[src/rtl/odo_rosc_sequencer.sv]
// Stress/measure odometer sequencer for the three-chain HVT ring-oscillator block.
// Optional build macro ODO_AUTO_REPEAT_EN: restart the stress/measure cycle after every DONE.
module odo_rosc_sequencer #(
  parameter int CNT_W         = 16,
  parameter int STRESS_W      = 24,
  parameter int STRESS_CYCLES = 1000000,
  parameter int SETTLE_CYCLES = 8,
  parameter int GATE_CYCLES   = 1024
) (
  input  logic             CLK,
  input  logic             RST,
  input  logic             GO,
  input  logic             ABORT,
  input  logic             CFG_AC_DC,
  input  logic             CFG_EN_POWER,
  input  logic             ROSC_OUT,
  output logic             SEL_INV,
  output logic             SEL_NAND,
  output logic             SEL_NOR,
  output logic             START,
  output logic             AC_DC,
  output logic             EN_ROSC,
  output logic             MEAS_STRESS,
  output logic             EN_POWER_ROSC,
  output logic [CNT_W-1:0] CNT_DATA,
  output logic [1:0]       CNT_ID,
  output logic             CNT_VALID,
  input  logic             CNT_READY,
  output logic             BUSY,
  output logic             DONE
);

  localparam int TMR_W = STRESS_W;
  localparam logic SKIP_STRESS = (STRESS_CYCLES == 0);
  localparam logic [TMR_W-1:0] STRESS_LD = (STRESS_CYCLES > 0) ? TMR_W'(STRESS_CYCLES - 1) : '0;
  localparam logic [TMR_W-1:0] SETTLE_LD = TMR_W'(SETTLE_CYCLES - 1);
  localparam logic [TMR_W-1:0] GATE_LD   = TMR_W'(GATE_CYCLES - 1);

  typedef enum logic [2:0] {IDLE, STRESS, SETTLE, MEASURE, REPORT} state_t;

  state_t           state;
  logic [TMR_W-1:0] tmr;
  logic [1:0]       idx;
  logic [CNT_W-1:0] edge_cnt;
  logic [2:0]       sel;
  logic             rosc_p0, rosc_p1, rosc_p2;
  logic             rise;

  function automatic logic [CNT_W-1:0] sat_inc(input logic [CNT_W-1:0] c, input logic inc);
    if (inc && (c != '1)) return c + 1'b1;
    return c;
  endfunction

  function automatic logic [2:0] chain_sel(input logic [1:0] i);
    case (i)
      2'd0:    return 3'b001;
      2'd1:    return 3'b010;
      2'd2:    return 3'b100;
      default: return 3'b000;
    endcase
  endfunction

  assign {SEL_NOR, SEL_NAND, SEL_INV} = sel;
  assign rise = rosc_p1 & ~rosc_p2;

  // Synchronizer stages p0/p1, edge-compare stage p2
  always_ff @(posedge CLK) begin
    if (RST) begin
      rosc_p0 <= 1'b0;
      rosc_p1 <= 1'b0;
      rosc_p2 <= 1'b0;
    end else begin
      rosc_p0 <= ROSC_OUT;
      rosc_p1 <= rosc_p0;
      rosc_p2 <= rosc_p1;
    end
  end

  always_ff @(posedge CLK) begin
    if (RST || ABORT) begin
      state         <= IDLE;
      tmr           <= '0;
      idx           <= 2'd0;
      edge_cnt      <= '0;
      sel           <= 3'b000;
      START         <= 1'b0;
      AC_DC         <= 1'b0;
      EN_ROSC       <= 1'b0;
      MEAS_STRESS   <= 1'b0;
      EN_POWER_ROSC <= 1'b0;
      CNT_DATA      <= '0;
      CNT_ID        <= 2'd0;
      CNT_VALID     <= 1'b0;
      BUSY          <= 1'b0;
      DONE          <= 1'b0;
    end else begin
      DONE <= 1'b0;
      case (state)
        IDLE: begin
          if (GO) begin
            AC_DC         <= CFG_AC_DC;
            EN_POWER_ROSC <= CFG_EN_POWER;
            BUSY          <= 1'b1;
            MEAS_STRESS   <= 1'b1;
            idx           <= 2'd0;
            if (SKIP_STRESS) begin
              state   <= SETTLE;
              tmr     <= SETTLE_LD;
              EN_ROSC <= 1'b1;
              sel     <= 3'b001;
            end else begin
              state <= STRESS;
              tmr   <= STRESS_LD;
              START <= 1'b1;
            end
          end
        end
        STRESS: begin
          if (tmr == '0) begin
            state   <= SETTLE;
            tmr     <= SETTLE_LD;
            START   <= 1'b0;
            EN_ROSC <= 1'b1;
            sel     <= chain_sel(idx);
          end else begin
            tmr <= tmr - 1'b1;
          end
        end
        SETTLE: begin
          if (tmr == '0) begin
            state    <= MEASURE;
            tmr      <= GATE_LD;
            edge_cnt <= '0;
          end else begin
            tmr <= tmr - 1'b1;
          end
        end
        MEASURE: begin
          edge_cnt <= sat_inc(edge_cnt, rise);
          if (tmr == '0) begin
            state     <= REPORT;
            CNT_DATA  <= sat_inc(edge_cnt, rise);
            CNT_ID    <= idx;
            CNT_VALID <= 1'b1;
            EN_ROSC   <= 1'b0;
            sel       <= 3'b000;
          end else begin
            tmr <= tmr - 1'b1;
          end
        end
        REPORT: begin
          if (CNT_READY) begin
            CNT_VALID <= 1'b0;
            if (idx != 2'd2) begin
              // Chains after the first are measured back-to-back without re-stress
              idx     <= 2'(idx + 2'd1);
              state   <= SETTLE;
              tmr     <= SETTLE_LD;
              EN_ROSC <= 1'b1;
              sel     <= chain_sel(2'(idx + 2'd1));
            end else begin
              DONE <= 1'b1;
`ifdef ODO_AUTO_REPEAT_EN
              idx <= 2'd0;
              if (SKIP_STRESS) begin
                state   <= SETTLE;
                tmr     <= SETTLE_LD;
                EN_ROSC <= 1'b1;
                sel     <= 3'b001;
              end else begin
                state <= STRESS;
                tmr   <= STRESS_LD;
                START <= 1'b1;
              end
`else
              state         <= IDLE;
              BUSY          <= 1'b0;
              MEAS_STRESS   <= 1'b0;
              AC_DC         <= 1'b0;
              EN_POWER_ROSC <= 1'b0;
`endif
            end
          end
        end
        default: state <= IDLE;
      endcase
    end
  end

endmodule

[config.mk]
export PLATFORM = sky130hd
export DESIGN_NAME = odo_rosc_sequencer
export DESIGN_NICKNAME = d
export VERILOG_FILES = /design/src/rtl/odo_rosc_sequencer.sv
export SDC_FILE = /design/constraint.sdc
export NUM_CORES = 1
export LEC_CHECK = 0
export ABC_AREA = 1
export BUFFER_PORTS_ARGS = -buffer_cell sky130_fd_sc_hd__clkbuf_2
export CORE_ASPECT_RATIO = 0.6
export CORE_UTILIZATION = 60
export DETAILED_ROUTE_END_ITERATION = 12
export GPL_TIMING_DRIVEN = 0
export PLACE_DENSITY = 0.86
export SKIP_LAST_GASP = 1
export SLEW_MARGIN = 20
export SYNTH_ARGS = -nofsm -noshare
export SYNTH_HDL_FRONTEND = slang
export SYNTH_SLANG_ARGS = --single-unit
[constraint.sdc]
create_clock -name CLK -period 2.1 [get_ports CLK]
set_clock_uncertainty 0.1 [all_clocks]
set_input_delay 0.105 -clock CLK [delete_from_list [all_inputs] [get_ports CLK]]
set_output_delay 0.105 -clock CLK [all_outputs]
set_load 0.02 [all_outputs]
==> results of run 1 <==
sequential cells by signal (all words and copies together) (netlist names), 2 cells and up:
signal,count
CNT_DATA,16
CNT_ID,2
edge_cnt,16
idx,2
sel,3
state,3
tmr,24
cell usage after synthesis, drive strengths merged (7+ instances only):
library cell,count,area [um^2]
nand3,63,343
dfxtp,76,1520
nand4,7,58.8
nor3,7,35.0
a21oi,60,312
buf,9,72.6
inv,75,282
ha,9,113
clkbuf,10,38.8
nor2,112,475
xor2,10,87.6
nand2,193,744
o21ai,50,265
report_power, final:
group	internal, mW	switching [mW]	leakage (nW)	total (mW)
registers	1.49	0.0505	0.618	1.54
logic	0.286	0.633	1.65	0.919
clock network	1.04	0.646	0.155	1.68
total	2.81	1.33	2.42	4.14
worst paths after layout:
path	start	to	slack (ns)	cells after the start
setup / recovery	tmr[8]	tmr[2]	0.004	10
hold / removal	CNT_READY	DONE	0.04	3
setup reg to reg	tmr[8]	tmr[2]	0.004	10
hold reg to reg	rosc_p0	rosc_p1	0.32	2
stage by stage:
step                hold WS (ns)  total power, mW  setup TNS, ns  cells
floorplan                 0.0762             2.15              0    694
global placement           0.200             2.32          -2.52    817
detailed placement         0.209             2.35          -4.61    817
CTS                       0.0268             4.03              0    840
global route              0.0397             4.28         -0.442    853
finish                    0.0373             4.14              0    853
layout make-up:
class | count | area share [%]
multi-input combinational | 523 | 49.0
sequential | 76 | 28.7
timing repair buffer | 56 | 6.43
inverter | 76 | 5.56
clock buffer | 9 | 4.22
buffer | 19 | 2.30
tap | 87 | 2.04
clock inverter | 7 | 1.71
timing repair:
item                                    CTS  global route
buffers inserted                          2            12
gates resized for setup                  21            34
pin swaps                                 1             5
hold buffers                              5             0
endpoints found under the setup margin   44            59
cloned                                    0             1
endpoints found under the hold margin     5             0
logic make-up (layout without fill, tap and decap cells):
family          Yosys count  count (layout)  share of synthesized area [%]
simple gates            386             386                           37.9
xor+xnor                 12              12                           2.37
compound gates          116             116                           14.0
fa+ha+maj                 9               9                           2.54
buf+inv                  95             167                           8.93
flops                    76              76                           34.3
per-layer routing:
metal  up-vias  share of wire [%]  track usage (%)
met5         -                  0                0
met4         0                3.4             13.2
met3        66                 15             14.8
met2       399                 40             56.4
met1      2266                 41             49.2
li1       2355                  -                -
worst register-to-register path, stage by stage (launching register included):
cell	delay, ns
dfxtp_1	0.39
nor2_2	0.19
nand2_2	0.12
nor2_4	0.20
buf_4	0.15
nand4_4	0.17
nand2_8	0.16
inv_4	0.08
buf_6	0.15
o21ai_0	0.20
nor2_1	0.06
==> impl_metrics.ini, run 1 <==
[run_status]
status = complete, no violations

[yosys]
ys_warn_count = 0
syn_nets = 711
synth_edf_count = 0
ys_seq_area_share_pct = 34.3
synth_area_um2 = 4440
synth_cell_types = 34
syn_avg_cell_area_um2 = 6.40
async_flop_share_pct = 0
synth-main-ff-cell = dfxtp_1
synth.ff_latch_count = 76
syn_inst = 694

[route]
first_pass_iters = 7
vias = 5086
drt_iter0_markers = 934
antenna_left = 0
totalWireLength_um = 14600
wl_per_cell_um = 17.1
drc = 0
vias_per_cell = 5.96

[layout]
utilization_pct = 77.2
fin_nets = 778
fillCellCount = 519
layout_common_cells = 186 x nand2_1, 93 x nor2_1, 73 x dfxtp_1
final_cell_area_um2 = 5330
multiInputGateArea_um2 = 2620
seq_area_um2 = 1530
layout-drive-gt1-share_pct = 17.9
antenna_cells = 0
layout_commonest_cell = nand2_1
syn_to_final_growth_pct = 20.1

[grt]
grt_pass1_wl_um = 21800
grt_usage_pct = 37.5
antenna_found_initial = 0
overflow = 0
grt_pass1_vias = 4419
grt_start_max_net_pins = 14

[floorplanning]
die_y_um = 68.6
pin_count = 37
die_area_um2 = 7760
start_util_pct = 64.3
die_x_um = 113
num_rows = 23
core_um2 = 6910

[sta]
setup_viol = 0
fmax_mhz = 477
timing.final.crit_share_pct = 99.8
timing.final.ws_setup_ns = 0.00360
maxSlewHeadroom_pct = 50.3
timing_hold_violations_final = 0
maxSlewViolCount = 0
min_period_ns = 2.10
rsz0062_at_grt = yes
tightest_slew_ns = 0.745

[setup_path]
critPathKind = flip-flop to flip-flop
endpoint_kind = flip-flop
cp.required_ns = 2.23
startpoint_type = flip-flop
critPathBufInv = 3
crit_slowest_cell = dfxtp_1
path_cells = nor2_2 > nand2_2 > nor2_4 > buf_4 > nand4_4 > nand2_8 > inv_4 > buf_6 > o21ai_0 > nor2_1
arrival_ns = 2.23
critPathMaxStageDelay_ns = 0.39
cp_top_family = simple AND/OR/NAND/NOR gates
cp_max_fo = 10

[placed_design]
pre_cts_ws_ns = -0.412
hpwl_um = 9950
place_area_um2 = 4730
io_buffers = 36
place_congestion = 0.949

[job]
cap_violations = 0

[power]
p_leak_nw = 2.42
cellPowerDensity_nw_per_um2 = 776
ir_worst_vdd_mv = 0.451

[cts]
ctsLongestPathBuffers = 2
clock_latency_ns = 0.35
cts_tree = done
numCtsBuffers = 9
clkTransAtPathRegs_ns = 0.07
cts.sinks = 76
h-tree-depth = 3
root_buffer = clkbuf_16

[worst_hold_path]
hp-class = primary input to flip-flop
Note: power is estimated with default switching activity, not from simulation.
==> run 2: changes to the inputs <==
Settings changed: CORE_MARGIN from default to 5, PLACE_DENSITY 0.86 to 0.78.
==> run 2 against run 1 <==
Compared with the run above:
- critical path depth decreased by 3
- via count decreased by 3.4%
- critical endpoint is now tmr[8]
- die area increased by 20%
- clock power rose by 4%
==> impl_metrics.ini, run 2 (synthesized netlist as in run 1, its figures left out) <==
[sta]
timing.final.crit_share_pct = 97.9
rsz0062_at_grt = yes
maxSlewViolCount = 0
min_period_ns = 2.06
tightest_slew_ns = 0.775
tns_ns = 0
hold_ws_ns = 0.0124
fmax_mhz = 486
timing_hold_violations_final = 0
maxSlewHeadroom_pct = 48.3
setup_viol = 0

[layout]
fin_nets = 777
largest_reg_flops = 24
layout-drive-gt1-share_pct = 18.3
largestRegisters = tmr (24), CNT_DATA (16), edge_cnt (16)
layout_commonest_cell = nand2_1
antenna_cells = 0
layout_common_cells = 186 x nand2_1, 93 x nor2_1, 73 x dfxtp_1
utilization_pct = 74.4
regMostFlops = tmr
final_cell_area_um2 = 5380
final_cells = 869
syn_to_final_growth_pct = 21.3

[placed_design]
io_buffers = 36
dp_cells = 834
place_congestion = 0.949
hpwl_um = 9750
place_area_um2 = 4750

[setup_path]
arrival_ns = 2.23
endpoint_kind = flip-flop
critPathKind = flip-flop to flip-flop
cp_max_fo = 10
cp.required_ns = 2.28
startpoint_type = flip-flop

[cts]
h-tree-depth = 3
clkTransAtPathRegs_ns = 0.07
numCtsBuffers = 9
root_buffer = clkbuf_16
cts_tree = done
cts.sinks = 76
ctsLongestPathBuffers = 2
clock_latency_ns = 0.35

[floorplanning]
pin_count = 37
die_x_um = 121
start_util_pct = 61.3
num_rows = 24
core_um2 = 7240
die_y_um = 76.6
die_area_um2 = 9280

[route]
totalWireLength_um = 13900
vias = 4911
drc = 0
first_pass_iters = 6
wl_per_cell_um = 15.9
antenna_left = 0
drt_iter0_markers = 501
vias_per_cell = 5.65

[run_status]
status = complete, no violations

[grt]
grt_usage_pct = 29.6
overflow = 0
grt_pass1_wl_um = 21500
grt_start_max_net_pins = 16
grt_pass1_vias = 4208
antenna_found_initial = 0

[power]
ir_worst_vdd_mv = 0.628
cellPowerDensity_nw_per_um2 = 776
p_leak_nw = 2.44

[job]
cap_violations = 0

[worst_hold_path]
hp-class = primary input to flip-flop
[run 2: cell count changes in the layout (fill, tap and decap cells not counted), moves of 3 or more]
cell	previous run	this run
o21ai_2	6	9
buf_4	16	13
o21ai_1	6	2
clkinv_2	3	0
inv_6	0	3
[run 2: metrics by stage]
step	total power [mW]	setup WS, ns
2_1_floorplan	2.15	0.265
3_5_place_dp	2.35	-0.415
4_1_cts	4.10	0.0190
3_3_place_gp	2.33	-0.364
6_report	4.18	0.0444
5_1_grt	4.36	-0.0228
[run 2: what timing repair did]
item / in CTS / in global routing
resized for setup: 21 / 35
hold endpoints to repair: 5 / 0
hold buffers: 5 / 0
buffers inserted: 1 / 13
setup endpoints to repair: 45 / 56
pin swaps: 1 / 7
[run 2: where the power goes]
| group | switching, mW | internal, mW | total [mW] |
|---|---|---|---|
| combinational | 0.608 | 0.284 | 0.892 |
| clock | 0.688 | 1.06 | 1.75 |
| sequential | 0.0499 | 1.49 | 1.54 |
| total | 1.35 | 2.83 | 4.18 |
[run 2: per-layer routing]
metal / wire length, um / global-route usage (%) / share of wire [%]
met5: 0 / 0 / 0
met4: 177 / 6.79 / 1.3
met3: 1760 / 10.2 / 13
met2: 5470 / 39.8 / 40
met1: 6440 / 44.5 / 47
[run 2: critical path, stage by stage (launching register included)]
cell and delay, ns:
dfxtp_1 0.49, nand3_2 0.22, inv_4 0.20, clkbuf_1 0.55, nand3_1 0.14, nand2_1 0.10
nand2_1 0.05, a21oi_1 0.12
[run 2: layout make-up]
cell class	instances	area, um^2
Clock inverter	7	106
Buffer	19	123
Fill cell	580	1850
Multi-Input combinational cell	523	2630
Clock buffer	9	225
Inverter	76	293
Sequential cell	76	1530
Timing Repair Buffer	55	352
Tap cell	104	130
[run 2: path summary, 6_finish.rpt]
check	cells past startpoint	startpoint	to	slack (ns)
worst min-delay path	3	CNT_READY	DONE	0.01
worst max register to register	7	state[1]	tmr[8]	0.04
worst min register to register	2	rosc_p0	rosc_p1	0.32
worst max-delay path	7	state[1]	tmr[8]	0.04
==> run 3: changes to the inputs <==
Settings changed: MAX_ROUTING_LAYER from default to met4.
==> run 3 against run 2 <==
Compared with the run above:
- combinational power decreased by 1%
- die area stayed put
- core utilization shrank 0.67 points
- maximum frequency hardly changed
- wire length increased by 2.9%
- global-route usage grew 0.82 points
- critical path type unchanged
==> impl_metrics.ini, run 3 (synthesized netlist as in run 1, its figures left out) <==
[route]
antenna_left = 0
vias = 4957
first_pass_iters = 5
totalWireLength_um = 14200
drt_iter0_markers = 628
vias_per_cell = 5.70
drc = 0
wl_per_cell_um = 16.4

[power]
cellPowerDensity_nw_per_um2 = 756
finalPower_mw = 4.03
p_leak_nw = 2.41
ir_worst_vdd_mv = 0.691

[layout]
layout_common_cells = 186 x nand2_1, 93 x nor2_1, 73 x dfxtp_1
fin_nets = 777
seq_area_um2 = 1530
multiInputGateArea_um2 = 2600
largest_reg_flops = 24
largestRegisters = tmr (24), CNT_DATA (16), edge_cnt (16)
final_cells = 869
fillCellCount = 616
syn_to_final_growth_pct = 20.2
layout-drive-gt1-share_pct = 17.1
layout_commonest_cell = nand2_1
antenna_cells = 0
regMostFlops = tmr
utilization_pct = 73.7

[setup_path]
ff2ff_path_depth = 9
critPathKind = flip-flop to flip-flop
arrival_ns = 2.18
cp.required_ns = 2.22
worst-r2r-setup-slack_ns = 0.04
startpoint_type = flip-flop
cp_max_fo = 10
timing.rr.start = edge_cnt[1]
r2r-end = CNT_DATA[6]
endpoint_kind = flip-flop

[grt]
grt_pass1_wl_um = 21700
antenna_found_initial = 0
overflow = 0
grt_start_max_net_pins = 16
grt_usage_pct = 30.4
grt_pass1_vias = 4188

[cts]
clock_latency_ns = 0.34
root_buffer = clkbuf_16
ctsLongestPathBuffers = 2
h-tree-depth = 3
cts.sinks = 76
numCtsBuffers = 9
cts_tree = done
clkTransAtPathRegs_ns = 0.07

[sta]
min_period_ns = 2.06
tightest_slew_ns = 0.709
timing_hold_violations_final = 0
fmax_mhz = 486
maxSlewViolCount = 0
rsz0062_at_grt = yes
timing.final.crit_share_pct = 97.9
hold_ws_ns = 0.0563
setup_viol = 0
timing.final.ws_setup_ns = 0.0431
maxSlewHeadroom_pct = 52.7

[placed_design]
io_buffers = 36
hpwl_um = 10100
dp_cells = 834
pre_cts_ws_ns = -0.420
place_congestion = 0.968

[floorplanning]
die_area_um2 = 9280
core_um2 = 7240
pin_count = 37
die_x_um = 121
die_y_um = 76.6
start_util_pct = 61.3
num_rows = 24

[worst_hold_path]
holdPathStages = 3
min_from = CNT_READY
hold-path-endpoint = DONE
hp-class = primary input to flip-flop

[job]
cap_violations = 0

[run_status]
status = complete, no violations
-- run 3: cell types whose count changed in the layout (fill, tap and decap cells not counted), sizes merged --
cell and delta:
buf +1, bufinv -1, clkinv -2, clkinvlp +2
dlygate4sd3 -1, inv +1
-- run 3: cell type report --
class	instances	area share [%]
clock inverters	7	1.50
repair buffers	55	6.64
well taps	104	2.44
multi-input cells	523	48.7
inverters	76	5.53
flip-flops and latches	76	28.7
plain buffers	19	2.30
clock buffers	9	4.22
-- run 3: repair_timing --
item,CTS,global route
gates resized for setup,19,27
gates cloned,0,1
hold endpoints to repair,5,0
setup endpoints to repair,50,53
hold buffers,4,0
pin swaps,1,7
buffers inserted,3,11
-- run 3: worst max path at each step --
stage           startpoint      endpoint
3_3_place_gp   edge_cnt[0]  CNT_DATA[11]
6_report       edge_cnt[1]   CNT_DATA[6]
5_1_grt             tmr[0]   edge_cnt[3]
2_1_floorplan  edge_cnt[0]   CNT_DATA[3]
4_1_cts        edge_cnt[0]   edge_cnt[3]
3_5_place_dp   edge_cnt[0]  CNT_DATA[11]
-- run 3: through the flow --
stage / area [um^2] / setup TNS [ns]
2_1_floorplan: 4440 / 0
3_3_place_gp: 4750 / -3.28
3_5_place_dp: 4750 / -5.78
4_1_cts: 5160 / 0
5_1_grt: 5340 / -0.378
6_report: 5340 / 0
-- run 3: worst max-delay path: stages, from the launching register on --
cell	delay, ns
dfxtp_4	0.37
ha_2	0.20
nand2_2	0.10
nor2_4	0.17
nand3_2	0.12
o21ai_4	0.20
inv_2	0.11
buf_2	0.23
o21ai_1	0.24
a21oi_1	0.09
-- run 3: routing by layer --
metal | track usage (%) | wire length (um) | part of all wire, % | up-vias
li1 | - | - | - | 2359
met4 | 8.14 | 268 | 1.9 | 0
met1 | 45.3 | 6450 | 45 | 2269
met3 | 7.86 | 1930 | 14 | 32
met2 | 39.9 | 5610 | 39 | 297
met5 | - | 0 | 0 | -
-- run 3: where the power goes --
group | leakage [nW] | switching (mW) | internal [mW]
Clock | 0.143 | 0.681 | 0.938
Combinational | 1.65 | 0.605 | 0.275
Sequential | 0.618 | 0.0498 | 1.48
